## src/rtl/parallel_addsub_4bit_pkg.sv

```systemverilog
// Shared constants for the parallel adder/subtractor: default width and mode encodings.
package parallel_addsub_4bit_pkg;

    localparam int unsigned WIDTH_DEFAULT = 4;

    localparam logic MODE_ADD = 1'b0;
    localparam logic MODE_SUB = 1'b1;

endpackage

```

## src/rtl/parallel_addsub_4bit_full_adder.sv

```systemverilog
// Single-bit full adder used as one stage of the ripple chain.
module full_adder (
    input  logic a,
    input  logic b,
    input  logic cin,
    output logic sum,
    output logic cout
);

    assign sum  = a ^ b ^ cin;
    assign cout = (a & b) | (cin & (a ^ b));

endmodule

```

## src/rtl/parallel_addsub_4bit.sv

```systemverilog
// Registered ripple-carry add/subtract with one-cycle latency.
// Optional signed-overflow output enabled by defining PARALLEL_ADDSUB_OVF_EN.
module parallel_addsub_4bit
    import parallel_addsub_4bit_pkg::*;
#(
    parameter int unsigned WIDTH = WIDTH_DEFAULT
) (
    input  logic             clk,
    input  logic             rst,
    input  logic [WIDTH-1:0] A1,
    input  logic [WIDTH-1:0] B1,
    input  logic             C,
    input  logic             in_valid,
    output logic [WIDTH-1:0] S2,
    output logic             Carry,
    output logic             Zero,
`ifdef PARALLEL_ADDSUB_OVF_EN
    output logic             Ovf,
`endif
    output logic             out_valid
);

    logic             w_sub;
    logic [WIDTH-1:0] w_b_x;
    logic [WIDTH-1:0] w_sum;
    logic [WIDTH:0]   w_carry;

    logic [WIDTH-1:0] r_s2;
    logic             r_carry;
    logic             r_zero;
    logic             r_out_valid;

    // Subtraction is A + ~B + 1: invert B and feed the mode bit in as carry-in.
    assign w_sub      = (C == MODE_SUB);
    assign w_b_x      = B1 ^ {WIDTH{w_sub}};
    assign w_carry[0] = w_sub;

    for (genvar gi = 0; gi < WIDTH; gi++) begin : g_stage
        full_adder u_fa (
            .a    (A1[gi]),
            .b    (w_b_x[gi]),
            .cin  (w_carry[gi]),
            .sum  (w_sum[gi]),
            .cout (w_carry[gi+1])
        );
    end

    always_ff @(posedge clk) begin
        if (rst) begin
            r_s2        <= '0;
            r_carry     <= 1'b0;
            r_zero      <= 1'b1;
            r_out_valid <= 1'b0;
        end else begin
            r_out_valid <= in_valid;
            if (in_valid) begin
                r_s2    <= w_sum;
                r_carry <= w_carry[WIDTH];
                r_zero  <= (w_sum == '0);
            end
        end
    end

`ifdef PARALLEL_ADDSUB_OVF_EN
    logic r_ovf;

    always_ff @(posedge clk) begin
        if (rst) begin
            r_ovf <= 1'b0;
        end else if (in_valid) begin
            r_ovf <= w_carry[WIDTH] ^ w_carry[WIDTH-1];
        end
    end

    assign Ovf = r_ovf;
`endif

    assign S2        = r_s2;
    assign Carry     = r_carry;
    assign Zero      = r_zero;
    assign out_valid = r_out_valid;

endmodule

```

## config.mk

```make
export PLATFORM = sky130hd
export DESIGN_NAME = parallel_addsub_4bit
export DESIGN_NICKNAME = d
export VERILOG_FILES = /design/src/rtl/parallel_addsub_4bit_pkg.sv /design/src/rtl/parallel_addsub_4bit_full_adder.sv /design/src/rtl/parallel_addsub_4bit.sv
export SDC_FILE = /design/constraint.sdc
export NUM_CORES = 1
export LEC_CHECK = 0
export CAP_MARGIN = 20
export CORE_AREA = 2 2 39 41
export CTS_BUF_LIST = sky130_fd_sc_hd__clkbuf_8
export DETAILED_ROUTE_END_ITERATION = 6
export DIE_AREA = 0 0 41 43
export GPL_TIMING_DRIVEN = 1
export MAX_ROUTING_LAYER = met4
export SLEW_MARGIN = 10
export SYNTH_ARGS = -nofsm -noshare
export SYNTH_HDL_FRONTEND = slang
export SYNTH_SLANG_ARGS = --single-unit
```

## constraint.sdc

```tcl
create_clock -name clk -period 3.3 [get_ports clk]
set_input_delay 0.99 -clock clk [delete_from_list [all_inputs] [get_ports clk]]
set_output_delay 0.99 -clock clk [all_outputs]
set_load 0.005 [all_outputs]
```

==> impl_metrics.py <==
metrics = {
    "yosys": {
        "ys_ff_latch": 7,
        "yosys.area_share.simple_pct": 9.028,
        "synth-adder-area-share_pct": 16.67,
        "synthMuxAreaShare_pct": 11.46,
        "yosysTopAreaCellShare_pct": 38.89,
        "synth_area_um2": 360.3,
        "ys_types": 13,
        "synth-xor-area-share_pct": 9.722,
        "synth_top_area_cell": "dfxtp_1",
        "ys_warn_count": 0,
        "synth.area.top_cells": "dfxtp_1 (39%), fa_1 (17%), mux2i_1 (8.3%)",
        "synthCells": 33,
        "synth-compound-area-share_pct": 6.944,
        "yosysSeqAreaShare_pct": 38.89,
        "syn_area_per_cell_um2": 10.92,
        "syn-num-nets": 48,
        "synth_top_family_by_area": "adder cells",
    },
    "sta": {
        "fin_skew_ns": 0,
        "finalCriticalPeriod_ns": 3.180,
        "grt_setup_unrepaired": "no",
        "setup_viol": 0,
        "max_slew_margin_pct": 75.14,
        "hold_viol_final": 0,
        "slew_violations": 0,
        "fmax_ghz": 0.3145,
        "worstMarginPinSlew_ns": 0.3718,
        "finalCritPeriodShare_pct": 96.37,
    },
    "layout": {
        "final_cell_count_no_fill": 73,
        "nFillCells": 146,
        "layout-drive-gt1-share_pct": 14.04,
        "finish.net_count": 73,
        "insertedDiodeCount": 0,
        "seq_area_um2": 140.1,
        "multi_input_area_um2": 197.7,
        "syn2layout_area_growth_pct": 72.22,
        "post-route-util_pct": 44.85,
    },
    "routing": {
        "antenna_left": 0,
        "wirelength_um": 635,
        "vias_per_cell": 4.219,
        "vias": 308,
        "drtIter0Drc": 6,
        "drc_errors": 0,
        "first_pass_iters": 2,
        "wl_per_cell_um": 8.699,
    },
    "floorplanning": {
        "die_w_um": 41,
        "dieArea_um2": 1763,
        "start_util_pct": 26.04,
        "coreArea_um2": 1384,
        "rows": 14,
        "io_pins": 19,
        "die_height_um": 43,
    },
    "pwr": {
        "power_density_nw_per_um2": 459.7,
        "sw_frac_of_total_pct": 23.01,
        "p_leak_nw": 0.2681,
        "power_frac_comb_pct": 25.0,
        "p_sw_w": 0.00006564,
        "power.internal_w": 0.0002196,
        "ir_worst_vdd_uv": 118.9,
        "p_seq_share_pct": 34.2,
        "p_clk_share_pct": 40.8,
    },
    "cts": {
        "cts-root-buf": "clkbuf_8",
        "post_cts_resized": 0,
        "clk_pin_slew_ns": 0.04,
        "clock_sinks": 7,
        "cts_buffers": 3,
        "clockBufferDepth": 2,
        "cts_tree": "built",
        "cts_hold_buf": 0,
        "insertion_delay_ns": 0.22,
        "post-cts-setup-buffer-count": 0,
        "cts_max_level": 1,
    },
    "setup_path": {
        "worstSetupPathType": "in -> reg",
        "critPathMaxFanout": 2,
        "crit_arrival_ns": 3.29,
        "start_kind": "input port",
        "critical_path_required_ns": 3.41,
        "crit_path_end_kind": "register",
    },
    "global_routing": {
        "grt_max_degree": 10,
        "grt_pass1_wl_um": 1117,
        "grt_pass1_vias": 292,
        "overflow": 0,
        "antenna_found_initial": 0,
        "grtUsageTotal_pct": 10.25,
    },
    "job": {
        "cap_viol_max_count": 0,
    },
    "placed_design": {
        "io_buffers": 18,
        "dp_cells": 69,
        "place_congestion": 0.6054,
        "dp_hpwl_um": 514.5,
    },
    "min_path": {
        "min-delay-path-class": "reg -> reg",
    },
    "run_status": {
        "outcome": "completed",
    },
}
per-layer routing:
layer / vias to the layer above / share of wire, % / track usage [%]
met4: 0 / 4.9 / 12.00
met1: 131 / 46 / 11.80
li1: 157 / - / -
met3: 4 / 9.3 / 3.141
met5: - / 0 / -
met2: 16 / 40 / 12.19
final timing paths:
path          from  endpoint  slack (ns)  cells past startpoint
max          B1[0]      Zero        0.12                      9
min          S2[0]     S2[0]        0.48                      2
min reg2reg  S2[0]     S2[0]        0.48                      2
max reg2reg   Zero      Zero        2.59                      1
area by class of cell:
class	instances	share of cell area, %
flip-flops and latches	7	22.58
well taps	16	3.226
clock inverters	1	0.6048
repair buffers	21	32.66
clock buffers	3	6.653
multi-input cells	21	31.85
inverters	4	2.419
cell families (layout without fill, tap and decap cells):
logic type | after synthesis | in the layout
adders and majority gates | 3 | 3
DFF | 7 | 7
buffers and inverters | 5 | 29
and+or+nand+nor | 7 | 7
AOI/OAI and AO/OA | 3 | 3
muxes | 4 | 4
xor gates and xnor gates | 4 | 4
sequential cells by signal, summed over array words and instances, names as in the netlist:
register	count
Zero	1
S2	4
out_valid	1
Carry	1
through the flow:
stage          hold slack [ns]  area, um^2  total power (W)  setup TNS, ns  setup WS, ns
6_report                0.4822       620.6        0.0002853              0        0.1200
2_1_floorplan           0.4695       360.3        0.0001312              0        0.4417
4_1_cts                 0.4852       616.8        0.0002896              0       0.08075
3_3_place_gp            0.4693       571.8        0.0001695        -0.1537       -0.1537
5_1_grt                 0.5278       620.6        0.0003065              0       0.01412
3_5_place_dp            0.4785       571.8        0.0001708        -0.1615       -0.1615
power by group through the flow:
| stage | Combinational, W | Clock [W] | Sequential, W |
|---|---|---|---|
| after floorplan | 0.0000316 | 0 | 0.0000996 |
| after global routing | 0.0000815 | 0.000126 | 0.0000985 |
| after global placement | 0.0000706 | 0 | 0.0000988 |
| after detailed placement | 0.0000719 | 0 | 0.0000989 |
| final | 0.0000713 | 0.000116 | 0.0000977 |
| after CTS | 0.0000718 | 0.000120 | 0.0000977 |
critical path: stages:
cell             delay, ns
clkdlybuf4s50_1       0.50
mux2_4                0.31
fa_1                  0.36
inv_1                 0.07
fa_1                  0.15
inv_1                 0.05
fa_1                  0.50
nor4bb_1              0.06
a221o_1               0.30
cells in the final DEF (no fill, tap or decap):
| cell type | netlist | final |
|---|---|---|
| xnor2_1 | 2 | 2 |
| nor2_1 | 6 | 6 |
| inv_2 | 1 | 1 |
| mux2_4 | 0 | 1 |
| nor4bb_1 | 1 | 1 |
| a211oi_1 | 2 | 2 |
| dfxtp_1 | 7 | 7 |
| fa_1 | 3 | 3 |
| mux2i_1 | 3 | 3 |
| clkbuf_8 | 0 | 3 |
| buf_4 | 0 | 3 |
| inv_1 | 3 | 4 |
| a221o_1 | 1 | 1 |
| clkdlybuf4s50_1 | 0 | 18 |
| xor2_1 | 2 | 2 |
synthesized netlist by cell type:
master	number
buf_6	1
nor2_1	6
fa_1	3
inv_1	3
nor4bb_1	1
dfxtp_1	7
inv_2	1
a221o_1	1
xor2_1	2
mux2i_1	3
a211oi_1	2
xnor2_1	2
mux2_1	1
Power figures use the tool's default switching activity.
==> patch, RTL diff (same settings) <==
The option `PARALLEL_ADDSUB_OVF_EN` is turned on by a define.
--- a/src/rtl/parallel_addsub_4bit.sv
+++ b/src/rtl/parallel_addsub_4bit.sv
@@ -2,2 +2,4 @@
 // Optional signed-overflow output enabled by defining PARALLEL_ADDSUB_OVF_EN.
+`define PARALLEL_ADDSUB_OVF_EN
+
 module parallel_addsub_4bit
Check against the original RTL (old outputs only; new: Ovf): equivalent (equiv_simple and equiv_induct, registers matched by name and starting in step).
==> patch against the original RTL <==
- worst setup slack gained 0.058 ns
- die area unchanged
- via count up 13%
- sequential cell count rose by 1
- design area increased by 11%
- wire length is 16% higher
- synthesized area up 14%
- power rose by 10%
- critical endpoint unchanged
==> patch: results (changes against the original RTL) <==
* Status: finished clean (unchanged)
* Dpl cells at 75 (was 69)
* Design Area, Final at 688 um2 (was 621 um2)
* Routed Wire Length at 736 um (was 635 um)
* Critical Path Source: B1[1] (was B1[0])
* PortBufs at 19 (was 18)
* Post-Place Worst Slack at -0.313 ns (was -0.162 ns)
* Hold path start: S2[2] (was S2[0])
* Worst VDD drop at 0.000136 V (was 0.000119 V)
* Synth unique cells at 16 (was 13)
* Routed via count at 349 (was 308)
* Vias in the first global route at 275 (was 292)
* Hold EP: S2[2] (was S2[0])
* Slew of the pin with the lowest slew margin at 0.409 ns (was 0.372 ns)
* Worst setup margin at 0.178 ns (was 0.120 ns)
* DRT iter0 DRCs at 2 (was 6)
* P_leak at 0.313 nW (was 0.268 nW)
* Routability cong. at 0.696 (was 0.605)
* Antenna violations before repair at 0 (unchanged)
* Routed wl met2 at 329 um (was 251 um)
* M1 WL at 331 um (was 292 um)
* Avg Inst Size Synth at 10.8 um2 (was 10.9 um2)
* Share of layout cells above drive strength 1 at 16.1% (was 14.0%)
* Net Count, Synth at 53 (was 48)
* Wire length on met3 at 53 um (was 59 um)
* Slowest-stage cell, CP: fa_1 (was clkdlybuf4s50_1)
* M1 GR Usage at 12.5% (was 11.8%)
* Largest net degree at the start of global routing at 12 (was 10)
* Drt pass-1 iters at 4 (was 2)
[patch: repair_timing]
| action | CTS | global route |
|---|---|---|
| gates resized for setup | 2 | 2 |
| pin swaps | 0 | 0 |
| setup endpoints to repair | 1 | 1 |
[patch: kinds of logic after synthesis]
family	Yosys count	share of synthesized area, %
compound gates	4	7.90
mux	4	10.0
simple gates	8	11.6
buf+inv	6	6.38
fa+ha+maj	3	14.6
xor+xnor	5	10.6
flops	8	38.9
[patch: final cells by class]
| cell class | instances | share of cell area, % |
|---|---|---|
| clock buffer | 3 | 6.00 |
| inverter | 4 | 2.18 |
| multi-input combinational | 24 | 33.1 |
| sequential | 8 | 23.3 |
| tap | 16 | 2.91 |
| timing repair buffer | 23 | 32.5 |
[patch: power by group]
part	switching, W	internal, W
Combinational	0.0000298	0.0000541
Clock	0.0000402	0.0000792
Sequential	0.00000463	0.000107
